## src/rtl/add_round_key_serial_if.sv

```systemverilog
// Byte-stream bundle for the serial AddRoundKey stage: two input streams, one result stream
// plus status.
interface add_round_key_serial_if #(
  parameter int unsigned DATA_W = 8
);
  logic [DATA_W-1:0] din_state;
  logic              enable_state;
  logic [DATA_W-1:0] din_key;
  logic              enable_key;
  logic [DATA_W-1:0] dout;
  logic              enable_out;
  logic              round_done;
  logic              busy;
  logic              overflow;

  modport master (
    output din_state, enable_state, din_key, enable_key,
    input  dout, enable_out, round_done, busy, overflow
  );

  modport slave (
    input  din_state, enable_state, din_key, enable_key,
    output dout, enable_out, round_done, busy, overflow
  );
endinterface

```

## src/rtl/add_round_key_serial.sv

```systemverilog
// Byte-serial AddRoundKey: buffers a 16-byte state block and a 16-byte round key block, then
// streams their XOR and pulses round_done to kick the next key expansion stage.
module add_round_key_serial #(
  parameter int unsigned DATA_W      = 8,
  parameter int unsigned BLOCK_BYTES = 16
) (
  input logic                   clk,
  input logic                   rst,
  add_round_key_serial_if.slave bus
);
  localparam int unsigned CntW = $clog2(BLOCK_BYTES + 1);
  localparam int unsigned IdxW = $clog2(BLOCK_BYTES);
  localparam logic [CntW-1:0] Full = CntW'(BLOCK_BYTES);

  localparam logic [1:0] StLoad = 2'd0;
  localparam logic [1:0] StOut  = 2'd1;
  localparam logic [1:0] StDone = 2'd2;

  logic [1:0]        st_q, st_d;
  logic [CntW-1:0]   sc_q, sc_d, kc_q, kc_d, oc_q, oc_d;
  logic [DATA_W-1:0] dout_q, dout_d;
  logic              en_out_q, en_out_d;
  logic              done_q, done_d;
  logic              ovf_q, ovf_d;
  logic              state_wr, key_wr;

  logic [DATA_W-1:0] state_buf [BLOCK_BYTES];
  logic [DATA_W-1:0] key_buf   [BLOCK_BYTES];

  always_comb begin
    st_d     = st_q;
    sc_d     = sc_q;
    kc_d     = kc_q;
    oc_d     = oc_q;
    dout_d   = dout_q;
    en_out_d = en_out_q;
    done_d   = done_q;
    ovf_d    = ovf_q;
    state_wr = 1'b0;
    key_wr   = 1'b0;
    unique case (st_q)
      StLoad: begin
        // Streams fill independently; a byte on an already-full stream is lost.
        if (bus.enable_state) begin
          if (sc_q != Full) begin
            state_wr = 1'b1;
            sc_d     = sc_q + CntW'(1);
          end else begin
            ovf_d = 1'b1;
          end
        end
        if (bus.enable_key) begin
          if (kc_q != Full) begin
            key_wr = 1'b1;
            kc_d   = kc_q + CntW'(1);
          end else begin
            ovf_d = 1'b1;
          end
        end
        if (sc_q == Full && kc_q == Full) begin
          st_d = StOut;
          oc_d = '0;
        end
      end
      StOut: begin
        if (bus.enable_state || bus.enable_key) ovf_d = 1'b1;
        if (oc_q == Full) begin
          en_out_d = 1'b0;
          done_d   = 1'b1;
          st_d     = StDone;
        end else begin
          dout_d   = state_buf[oc_q[IdxW-1:0]] ^ key_buf[oc_q[IdxW-1:0]];
          en_out_d = 1'b1;
          oc_d     = oc_q + CntW'(1);
        end
      end
      StDone: begin
        if (bus.enable_state || bus.enable_key) ovf_d = 1'b1;
        done_d = 1'b0;
        sc_d   = '0;
        kc_d   = '0;
        st_d   = StLoad;
      end
      default: st_d = StLoad;
    endcase
  end

  always_ff @(posedge clk or posedge rst) begin
    if (rst) begin
      st_q     <= StLoad;
      sc_q     <= '0;
      kc_q     <= '0;
      oc_q     <= '0;
      dout_q   <= '0;
      en_out_q <= 1'b0;
      done_q   <= 1'b0;
      ovf_q    <= 1'b0;
    end else begin
      st_q     <= st_d;
      sc_q     <= sc_d;
      kc_q     <= kc_d;
      oc_q     <= oc_d;
      dout_q   <= dout_d;
      en_out_q <= en_out_d;
      done_q   <= done_d;
      ovf_q    <= ovf_d;
    end
  end

  // Buffer contents need no reset: they are only read after a full refill.
  always_ff @(posedge clk) begin
    if (state_wr) state_buf[sc_q[IdxW-1:0]] <= bus.din_state;
    if (key_wr)   key_buf[kc_q[IdxW-1:0]]   <= bus.din_key;
  end

  assign bus.dout       = dout_q;
  assign bus.enable_out = en_out_q;
  assign bus.round_done = done_q;
  assign bus.overflow   = ovf_q;
  assign bus.busy       = (st_q == StOut) || (st_q == StDone);
endmodule

```

## src/flat_wrapper.sv

```systemverilog
// flat-port wrapper written by rule: the top's interface ports become plain ports
module add_round_key_serial_flat 
#(
  parameter int unsigned DATA_W      = 8,
  parameter int unsigned BLOCK_BYTES = 16
)
  (clk, rst, bus_din_state, bus_enable_state, bus_din_key, bus_enable_key, bus_dout, bus_enable_out, bus_round_done, bus_busy, bus_overflow);
  add_round_key_serial_if #(.DATA_W(DATA_W)) bus_i ();
  input logic clk;
  input logic rst;
  input wire logic [$bits(bus_i.din_state)-1:0] bus_din_state;
  input wire logic [$bits(bus_i.enable_state)-1:0] bus_enable_state;
  input wire logic [$bits(bus_i.din_key)-1:0] bus_din_key;
  input wire logic [$bits(bus_i.enable_key)-1:0] bus_enable_key;
  output wire logic [$bits(bus_i.dout)-1:0] bus_dout;
  output wire logic [$bits(bus_i.enable_out)-1:0] bus_enable_out;
  output wire logic [$bits(bus_i.round_done)-1:0] bus_round_done;
  output wire logic [$bits(bus_i.busy)-1:0] bus_busy;
  output wire logic [$bits(bus_i.overflow)-1:0] bus_overflow;
  assign bus_i.din_state = bus_din_state;
  assign bus_i.enable_state = bus_enable_state;
  assign bus_i.din_key = bus_din_key;
  assign bus_i.enable_key = bus_enable_key;
  assign bus_dout = bus_i.dout;
  assign bus_enable_out = bus_i.enable_out;
  assign bus_round_done = bus_i.round_done;
  assign bus_busy = bus_i.busy;
  assign bus_overflow = bus_i.overflow;
  add_round_key_serial #(.DATA_W(DATA_W), .BLOCK_BYTES(BLOCK_BYTES)) u_core (.clk(clk), .rst(rst), .bus(bus_i));
endmodule
```

## config.mk

```make
export PLATFORM = sky130hd
export DESIGN_NAME = add_round_key_serial_flat
export DESIGN_NICKNAME = d
export VERILOG_FILES = /design/src/rtl/add_round_key_serial_if.sv /design/src/rtl/add_round_key_serial.sv /design/src/flat_wrapper.sv
export SDC_FILE = /design/constraint.sdc
export NUM_CORES = 1
export LEC_CHECK = 0
export BUFFER_PORTS_ARGS = -buffer_cell sky130_fd_sc_hd__buf_2
export CAP_MARGIN = 10
export CORE_ASPECT_RATIO = 0.9
export CORE_MARGIN = 1.5
export CORE_UTILIZATION = 30
export CTS_BUF_LIST = sky130_fd_sc_hd__clkbuf_2
export CTS_CLUSTER_DIAMETER = 80
export DETAILED_ROUTE_END_ITERATION = 6
export MAX_ROUTING_LAYER = met4
export SYNTH_ARGS = -nofsm -noshare
export SYNTH_HDL_FRONTEND = slang
export SYNTH_SLANG_ARGS = --single-unit
```

## constraint.sdc

```tcl
create_clock -name clk -period 3.4 [get_ports clk]
set_clock_uncertainty 0.15 [all_clocks]
set_input_delay 0.51 -clock clk [delete_from_list [all_inputs] [get_ports clk]]
set_output_delay 0.51 -clock clk [all_outputs]
set_load 0.02 [all_outputs]
```

==> impl_metrics.env, run 1 <==
export IMPL_clockRootBuffer="clkbuf_2"
export IMPL_wl_per_cell_um=18.6
export IMPL_num_rows=68
export IMPL_seq_area_frac_synth=0.712
export IMPL_grt_pass1_wl_um=38400
export IMPL_remaining_drc_errors=0
export IMPL_grt_pass1_vias=6468
export IMPL_synthDistinctLibCells=44
export IMPL_port_buffers=31
export IMPL_dp_hpwl_um=16100
export IMPL_worstMarginPinSlew_ns=0.926
export IMPL_power_frac_clock=0.238
export IMPL_seqPwrFrac=0.470
export IMPL_antenna_left=0
export IMPL_clk_insertion_delay_late_ns=0.83
export IMPL_fin_nets=804
export IMPL_syn_nets=677
export IMPL_worstPathArrival_ns=3.13
export IMPL_critPathKind="reg -> reg"
export IMPL_synth_top_area_frac=0.653
export IMPL_routed_wl_um=25100
export IMPL_antenna_found_initial=1
export IMPL_p_int_w=0.00636
export IMPL_crit_required_ns=3.64
export IMPL_drtIter0Drc=419
export IMPL_netSwitchingPower_w=0.00317
export IMPL_place_area_um2=12600
export IMPL_crit_path_end_kind="flop"
export IMPL_postSynthCellCount=644
export IMPL_num_vias=6208
export IMPL_netlist_top_cells_area="edfxtp_1, dfrtp_1, mux4_1, mux4_2, mux2i_1"
export IMPL_fin_ws_ns=0.509
export IMPL_max_cap_violations=0
export IMPL_yosysTopAreaCell="edfxtp_1"
export IMPL_synth_seq_cells=284
export IMPL_leakagePower_nw=4.65
export IMPL_track_usage=0.131
export IMPL_cts_tree="built"
export IMPL_pre_cts_slack_ns=0.496
export IMPL_nFillCells=3682
export IMPL_max_freq_ghz=0.346
export IMPL_core_area_um2=38500
export IMPL_finalSetupViolations=0
export IMPL_gp_congestion=0.733
export IMPL_synth_warning_count=0
export IMPL_swShare=0.333
export IMPL_ir_drop_v=0.000255
export IMPL_clockBufferDepth=3
export IMPL_start_util=0.305
export IMPL_syn_avg_cell_area_um2=18.3
export IMPL_ctsHtreeMaxLevel=3
export IMPL_layout_drive_gt1_share=0.287
export IMPL_grt_max_degree=39
export IMPL_clock_sinks=284
export IMPL_finalCritPeriodShare=0.850
export IMPL_ios=32
export IMPL_cp_max_fo=8
export IMPL_hp_class="in -> reg"
export IMPL_synth_xor_area_frac=0.00744
export IMPL_min_period_ns=2.89
export IMPL_synthAdderAreaFrac=0.0138
export IMPL_via_per_inst=4.60
export IMPL_design_area_um2=13500
export IMPL_synth_mux_area_frac=0.143
export IMPL_powerDensity_nw_per_um2=705
export IMPL_syn_cell_area_um2=11800
export IMPL_slew_viol_final=0
export IMPL_tns_ns=0
export IMPL_cts_resized=0
export IMPL_status="finished, final reports clean"
export IMPL_critPathLaunchType="flop"
export IMPL_cts_made_buffers=73
export IMPL_slew_headroom=0.380
export IMPL_rr_worst_depth=6
export IMPL_firstDrtPassIters=4
export IMPL_syn_to_final_growth_pct=14.8
export IMPL_rsz0062_at_grt="no"
export IMPL_path_clk_slew_ns=0.09
export IMPL_pwr_share_comb=0.293
export IMPL_hold_viol_final=0
export IMPL_holdPathStages=3
export IMPL_die_h_um=191
export IMPL_synth_top_family_by_area="multiplexers"
export IMPL_dieArea_um2=40400
export IMPL_final_common_cell="edfxtp_1"
export IMPL_yosys_area_share_simple=0.0413
export IMPL_grt_ovfl_total=0
export IMPL_final_cell_mix="edfxtp_1, clkbuf_2, nor2_1"
export IMPL_die_w_um=212
export IMPL_synth_compound_area_share=0.0591
[metal layers]
metal / wire length (µm) / part of all wire / global-route usage
met4: 431 / 0.017 / 0.0431
met1: 11600 / 0.46 / 0.175
met3: 1400 / 0.056 / 0.0335
met2: 11600 / 0.46 / 0.196
met5: 0 / 0 / -
[cell families (layout without fill, tap and decap cells)]
family	Yosys count	in the layout
AO/OA/AOI/OAI	95	95
XOR/XNOR	10	10
adder cells (fa/ha/maj)	13	13
buffers and inverters	46	225
flip-flops	284	284
multiplexers	97	97
other	0	1
AND/OR/NAND/NOR	99	99
[cell usage after synthesis (all sizes together)]
cell type / count
mux2: 16
a2bb2oi: 16
edfxtp: 256
and4bb: 1
a22oi: 16
clkbuf: 14
ha: 13
o31ai: 4
nand4: 2
mux4: 48
nor2: 36
a31oi: 1
nand4bb: 1
and2: 11
buf: 20
nand2b: 8
o21ai: 17
nor3: 5
dfrtp: 28
mux2i: 33
xnor2: 10
nor4bb: 1
a32o: 1
a21o: 1
inv: 12
o41ai: 3
a22o: 3
nor2b: 2
nand3b: 2
nand2: 20
and4: 1
a21oi: 30
and3: 4
a41oi: 3
nand3: 5
[worst max-delay path, cell delays in order (launching register included)]
cell and delay, ns:
dfrtp_1 0.49, inv_1 0.10, ha_1 0.27, nand4bb_1 0.23, and3_1 0.33, nand2_1 0.17
nor2_1 0.74
[metrics by stage]
stage | util | std cells | total power [W] | hold WS, ns
after floorplan | - | 644 | 0.00655 | 0.317
after global placement | 0.328 | 1201 | 0.00732 | 0.305
after detailed placement | 0.328 | 1201 | 0.00736 | 0.312
after CTS | 0.350 | 1348 | 0.00966 | 0.0518
after global routing | 0.351 | 1349 | 0.0101 | 0.0845
final | 0.351 | 1349 | 0.00952 | 0.121
[state kept, by name, summed over array words and instances (netlist names), 2 cells and up]
register	cells
u_core.bus.dout	8
u_core.key_buf	128
u_core.sc_q	5
u_core.state_buf	128
u_core.kc_q	5
u_core.oc_q	5
u_core.st_q	2
[area by class of cell]
cell class,instances,area (µm²),share of cell area
sequential,284,8390,0.621
clock inverter,22,134,0.00991
multi-input combinational,314,3110,0.230
tap,525,657,0.0486
inverter,12,45.0,0.00333
antenna,1,2.50,0.000185
clock buffer,105,526,0.0389
timing repair buffer,86,643,0.0476
[final timing paths]
kind,from,end,slack [ns]
max reg2reg,u_core.kc_q[0],u_core.key_buf[11][6],0.51
min,bus_enable_key,u_core.kc_q[0],0.12
max,u_core.kc_q[0],u_core.key_buf[11][6],0.51
max in group asynchronous,rst,u_core.oc_q[2],2.56
min in group asynchronous,rst,u_core.sc_q[0],0.15
min reg2reg,u_core.sc_q[4],u_core.sc_q[4],0.37
[power by group through the flow]
stage | registers, W | logic [W] | clock network, W
global placement | 0.00454 | 0.00278 | 0
global route | 0.00452 | 0.00304 | 0.00254
floorplan | 0.00441 | 0.00215 | 0
finish | 0.00447 | 0.00279 | 0.00226
detailed placement | 0.00455 | 0.00281 | 0
CTS | 0.00447 | 0.00284 | 0.00235
[what timing repair did]
action / 4_1_cts / 5_1_grt
hold buffers: 20 / 0
setup buffers: 0 / 0
endpoints found under the hold margin: 285 / 0
Power figures use the tool's default switching activity.
==> run 2, diff against run 1 <==
ABC_AREA = 1   (was unset)
==> run 2 against run 1 <==
  * Worst hold slack worse by 0.021 ns
  * Sequential share of layout area down 4.3 points
  * Cell count up 53%
  * Cell area up 7.4%
  * Global-route usage up 1.6 points
  * Utilization down 1.2 points
  * First-iteration DRC count up 76%
  * Critical path type unchanged
  * Largest power group unchanged
==> impl_metrics.env, run 2 <==
export IMPL_fin_nets=1483
export IMPL_crit_path_end_kind="flop"
export IMPL_dieArea_um2=44700
export IMPL_syn_avg_cell_area_um2=9.51
export IMPL_whs_ns=0.0996
export IMPL_min_period_ns=2.65
export IMPL_port_buffers=31
export IMPL_postSynthCellCount=1369
export IMPL_clk_insertion_delay_late_ns=0.87
export IMPL_antenna_found_initial=2
export IMPL_grt_ovfl_total=0
export IMPL_die_h_um=201
export IMPL_regToRegSetupSlack_ns=0.75
export IMPL_wl_per_cell_um=15.2
export IMPL_layout_drive_gt1_share=0.117
export IMPL_synth_xor_area_frac=0.00202
export IMPL_synth_top_area_frac=0.590
export IMPL_status="finished, final reports clean"
export IMPL_place_area_um2=13600
export IMPL_cp_cell_sequence="inv_1 -> ha_1 -> nand3_1 -> inv_1 -> nand2_1 -> nor2_1"
export IMPL_cpMaxStageDelayCell="nor2_1"
export IMPL_finalCritPeriodShare=0.779
export IMPL_ctsHoldBuffers=21
export IMPL_cp_num_buf_inv=2
export IMPL_critPathKind="reg -> reg"
export IMPL_synthDistinctLibCells=28
export IMPL_final_cell_mix="nand2_1, inv_1, edfxtp_1"
export IMPL_seq_area_frac_synth=0.644
export IMPL_remaining_drc_errors=0
export IMPL_max_cap_violations=0
export IMPL_start_util=0.304
export IMPL_track_usage=0.148
export IMPL_cp_top_family="simple AND/OR/NAND/NOR gates"
export IMPL_via_per_inst=4.38
export IMPL_powerDensity_nw_per_um2=705
export IMPL_ir_drop_v=0.000411
export IMPL_yosysMostFrequentCell="nand2_1"
export IMPL_synth_top_family_by_area="simple AND/OR/NAND/NOR gates"
export IMPL_pre_cts_slack_ns=0.781
export IMPL_final_common_cell="nand2_1"
export IMPL_synth_warning_count=0
export IMPL_rr_endpoint="u_core.state_buf[14][0]"
export IMPL_leakagePower_nw=6.65
export IMPL_worstPathArrival_ns=2.96
export IMPL_routed_wl_um=31200
export IMPL_gp_congestion=0.840
export IMPL_slew_viol_final=0
export IMPL_design_area_um2=14500
export IMPL_worstMarginPinSlew_ns=0.843
export IMPL_timing_rr_start="u_core.st_q[0]"
export IMPL_clockRootBuffer="clkbuf_2"
export IMPL_grt_max_degree=132
export IMPL_max_freq_ghz=0.378
export IMPL_ctsHtreeMaxLevel=3
export IMPL_slew_headroom=0.436
export IMPL_num_vias=9028
export IMPL_worst_path_most_repeated_cell="inv_1"
export IMPL_drtIter0Drc=736
export IMPL_grt_pass1_wl_um=49500
export IMPL_clock_sinks=284
export IMPL_finalSetupViolations=0
export IMPL_max_stage_delay_ns=0.66
export IMPL_cts_tree="built"
export IMPL_fin_ws_ns=0.752
export IMPL_syn_nets=1402
export IMPL_rr_worst_depth=6
export IMPL_netlist_top_cells_area="edfxtp_1, nand2_1, inv_1, nand3_1, dfrtp_1"
export IMPL_syn_to_final_growth_pct=11.4
export IMPL_hp_class="in -> async"
export IMPL_grt_pass1_vias=9014
export IMPL_rsz0062_at_grt="no"
export IMPL_tns_ns=0
export IMPL_synth_edf_count=256
export IMPL_num_rows=72
export IMPL_core_area_um2=42900
export IMPL_crit_required_ns=3.71
export IMPL_postCtsSetupBuffers=0
export IMPL_critPathLaunchType="flop"
export IMPL_clockBufferDepth=3
export IMPL_antenna_left=0
export IMPL_synth_seq_cells=284
export IMPL_synthArstFlopShare=0.0986
export IMPL_yosysTopAreaCell="edfxtp_1"
export IMPL_firstDrtPassIters=5
export IMPL_report_power_total_w=0.0102
export IMPL_yosys_area_share_simple=0.224
export IMPL_synth_mux_area_frac=0
export IMPL_syn_cell_area_um2=13000
export IMPL_ios=32
export IMPL_cp_max_fo=8
export IMPL_synth_compound_area_share=0.0109
export IMPL_cts_made_buffers=71
export IMPL_cts_resized=0
export IMPL_dp_hpwl_um=19500
export IMPL_synthAdderAreaFrac=0.0125
export IMPL_path_clk_slew_ns=0.13
export IMPL_synthTopCellsByCount="nand2_1, inv_1, edfxtp_1, nand3_1, nor2_1"
export IMPL_die_w_um=223
export IMPL_synthFlopType="edfxtp_1"
export IMPL_hold_viol_final=0
run 2: cell count changes after synthesis, sizes merged, moves of 11 or more:
cell	before	now
a21oi	30	11
a22oi	16	1
a2bb2oi	16	0
and2	11	0
buf	20	48
inv	12	283
mux2	16	0
mux2i	33	0
mux4	48	0
nand2	20	458
nand3	5	180
nor2	36	59
run 2: cell families after synthesis:
kind of cell,after synthesis
AO/OA/AOI/OAI,25
XOR/XNOR,3
adder cells (fa/ha/maj),13
buffers and inverters,337
flip-flops,284
AND/OR/NAND/NOR,707
run 2: where the power goes:
part	switching [W]	leakage, nW	internal (W)
registers	0.000192	2.65	0.00411
clock network	0.00135	0.507	0.000936
logic	0.00258	3.49	0.00106
total	0.00412	6.65	0.00610
run 2: per-layer routing:
layer	GRT usage	vias up	share of wire	routed length, µm
met5	-	-	0	0
met4	0.0515	0	0.022	702
met3	0.0296	59	0.061	1890
met2	0.229	249	0.46	14400
met1	0.192	4211	0.45	14200
li1	-	4509	-	-
run 2: worst max-delay path by stage:
stage              startpoint                      end  slack, ns  depth (start not counted)
2_1_floorplan  u_core.st_q[0]   u_core.state_buf[0][0]       1.29                          7
3_3_place_gp   u_core.st_q[0]   u_core.state_buf[7][2]       0.90                          6
3_5_place_dp   u_core.st_q[0]     u_core.key_buf[9][4]       0.78                          6
4_1_cts        u_core.st_q[0]     u_core.key_buf[9][0]       0.75                          6
5_1_grt        u_core.sc_q[0]  u_core.state_buf[14][0]       0.54                          7
6_report       u_core.st_q[0]  u_core.state_buf[14][0]       0.75                          6
run 2: per-stage QoR:
| stage | utilization | cells |
|---|---|---|
| global placement | 0.318 | 1911 |
| CTS | 0.338 | 2058 |
| detailed placement | 0.318 | 1911 |
| finish | 0.338 | 2060 |
| floorplan | - | 1369 |
| global route | 0.338 | 2060 |
run 2: tightest hold or removal path: cells and delay by family:
kind,cells,cell delay (ns)
buffers and inverters,4,1.03
run 2: cell type report:
| type | instances | area (µm²) |
|---|---|---|
| Clock buffer | 112 | 561 |
| Sequential cell | 284 | 8390 |
| Timing Repair Buffer | 61 | 458 |
| Clock inverter | 14 | 80.1 |
| Inverter | 284 | 1070 |
| Fill cell | 4432 | 28400 |
| Multi-Input combinational cell | 748 | 3250 |
| Tap cell | 555 | 694 |
| Antenna cell | 2 | 5.00 |
==> run 3, diff against run 2 <==
ABC_AREA = 0   (was 1)
clock period = 2.31 ns   (was 3.4 ns; I/O delays follow)
==> run 3 against run 2 <==
  * Cell area down 1.5%
  * Combinational power increased by 54%
  * Non-clock buffer count rose by 72
  * Count of clock-buffer cells in the layout decreased by 6
  * Critical path type unchanged
  * Critical endpoint is now u_core.bus.dout[0]
==> impl_metrics.env, run 3 (synthesis results as in run 1) <==
export IMPL_rr_worst_depth=7
export IMPL_seqPwrFrac=0.407
export IMPL_port_buffers=31
export IMPL_grt_pass1_wl_um=40300
export IMPL_netSwitchingPower_w=0.00506
export IMPL_cts_tree="built"
export IMPL_holdPathStages=2
export IMPL_die_h_um=191
export IMPL_critPathKind="reg -> reg"
export IMPL_cp_max_fo=14
export IMPL_cpMaxStageDelayCell="mux4_2"
export IMPL_status="finished, final reports clean"
export IMPL_track_usage=0.138
export IMPL_via_per_inst=4.63
export IMPL_ctsHtreeMaxLevel=3
export IMPL_final_instance_count_excl_fill=1390
export IMPL_worstMarginPinSlew_ns=0.746
export IMPL_routed_wl_um=26300
export IMPL_crit_path_end_kind="flop"
export IMPL_slew_viol_final=0
export IMPL_ios=32
export IMPL_swShare=0.324
export IMPL_grt_max_degree=33
export IMPL_drtIter0Drc=504
export IMPL_finalSetupViolations=0
export IMPL_antenna_found_initial=2
export IMPL_core_area_um2=38500
export IMPL_hp_class="in -> reg"
export IMPL_layout_drive_gt1_share=0.373
export IMPL_cts_made_buffers=73
export IMPL_power_frac_clock=0.234
export IMPL_clockRootBuffer="clkbuf_2"
export IMPL_max_freq_ghz=0.433
export IMPL_pwr_share_comb=0.359
export IMPL_firstDrtPassIters=5
export IMPL_critPathLaunchType="flop"
export IMPL_hold_viol_final=0
export IMPL_syn_to_final_growth_pct=21.3
export IMPL_hold_start="bus_din_key[0]"
export IMPL_wl_per_cell_um=18.9
export IMPL_clock_sinks=284
export IMPL_clk_insertion_delay_late_ns=0.81
export IMPL_powerDensity_nw_per_um2=1090
export IMPL_p_int_w=0.0105
export IMPL_dieArea_um2=40400
export IMPL_remaining_drc_errors=0
export IMPL_fin_nets=851
export IMPL_slew_headroom=0.500
export IMPL_worstPathArrival_ns=2.85
export IMPL_gp_congestion=0.778
export IMPL_grt_ovfl_total=0
export IMPL_grt_pass1_vias=6766
export IMPL_crit_required_ns=2.86
export IMPL_place_area_um2=13000
export IMPL_ir_drop_v=0.000390
export IMPL_hold_path_end="u_core.key_buf[6][0]"
export IMPL_design_area_um2=14300
export IMPL_final_common_cell="edfxtp_1"
export IMPL_cp_top_family="multiplexers"
export IMPL_dp_hpwl_um=16900
export IMPL_min_period_ns=2.31
export IMPL_crit_cells=7
export IMPL_report_power_total_w=0.0156
export IMPL_rsz0062_at_grt="yes"
export IMPL_nFillCells=3630
export IMPL_clockBufferDepth=3
export IMPL_antenna_left=0
export IMPL_regToRegSetupSlack_ns=0.002
export IMPL_final_cell_mix="edfxtp_1, clkbuf_2, buf_4"
export IMPL_start_util=0.305
export IMPL_max_cap_violations=0
export IMPL_place_inst=1226
export IMPL_leakagePower_nw=4.97
export IMPL_finalCritPeriodShare=0.999
export IMPL_num_vias=6438
export IMPL_rr_endpoint="u_core.bus.dout[0]"
export IMPL_num_rows=68
export IMPL_timing_rr_start="u_core.oc_q[0]"
export IMPL_die_w_um=212
export IMPL_cp_num_buf_inv=2
export IMPL_cp_cell_sequence="buf_12 -> buf_16 -> mux4_2 -> mux2_4 -> a22oi_2 -> xnor2_1 -> a21oi_1"
export IMPL_max_stage_delay_ns=0.52
export IMPL_path_clk_slew_ns=0.09
==> run 3: repair_timing <==
action                     CTS  global route
gates resized for setup     23            24
setup endpoints to repair   37           101
gates cloned                 3             0
pin swaps                    9            11
hold buffers                22             0
hold endpoints to repair   289             0
setup buffers               10             7
==> run 3: how the worst max path moves through the flow <==
stage | from | end | slack (ns)
floorplan | u_core.oc_q[0] | u_core.st_q[0] | 0.02
global placement | u_core.oc_q[0] | u_core.bus.dout[4] | -0.07
detailed placement | u_core.oc_q[0] | u_core.bus.dout[4] | -0.09
CTS | u_core.oc_q[0] | u_core.bus.dout[0] | -0.02
global route | u_core.sc_q[0] | u_core.state_buf[3][4] | -0.08
finish | u_core.oc_q[0] | u_core.bus.dout[0] | 0.002
==> run 3: metrics by stage <==
stage | setup slack, ns | TNS [ns] | utilization | hold slack [ns]
2_1_floorplan | 0.0204 | 0 | - | 0.262
3_3_place_gp | -0.0703 | -0.324 | 0.338 | 0.310
3_5_place_dp | -0.0946 | -0.578 | 0.338 | 0.311
4_1_cts | -0.0182 | -0.0694 | 0.367 | 0.207
5_1_grt | -0.0778 | -1.45 | 0.371 | 0.223
6_report | 0.00210 | 0 | 0.371 | 0.300
==> run 3: power groups by stage <==
stage | combinational, W | clock, W | sequential [W]
global placement | 0.00492 | 0 | 0.00647
CTS | 0.00550 | 0.00378 | 0.00634
finish | 0.00560 | 0.00365 | 0.00634
global route | 0.00602 | 0.00403 | 0.00639
detailed placement | 0.00495 | 0 | 0.00648
floorplan | 0.00326 | 0 | 0.00649
==> run 3: layer usage <==
layer / GRT usage / part of all wire
met1: 0.183 / 0.46
met2: 0.210 / 0.48
met3: 0.0289 / 0.042
met4: 0.0470 / 0.018
met5: - / 0
==> run 3: cell type report <==
| type | count | area (µm²) | share of cell area |
|---|---|---|---|
| clock buffer | 106 | 531 | 0.0371 |
| tap | 525 | 657 | 0.0460 |
| timing repair buffer | 133 | 1230 | 0.0860 |
| clock inverter | 15 | 173 | 0.0121 |
| inverter | 12 | 45.0 | 0.00315 |
| antenna | 1 | 2.50 | 0.000175 |
| multi-input combinational | 314 | 3250 | 0.228 |
| sequential | 284 | 8390 | 0.588 |
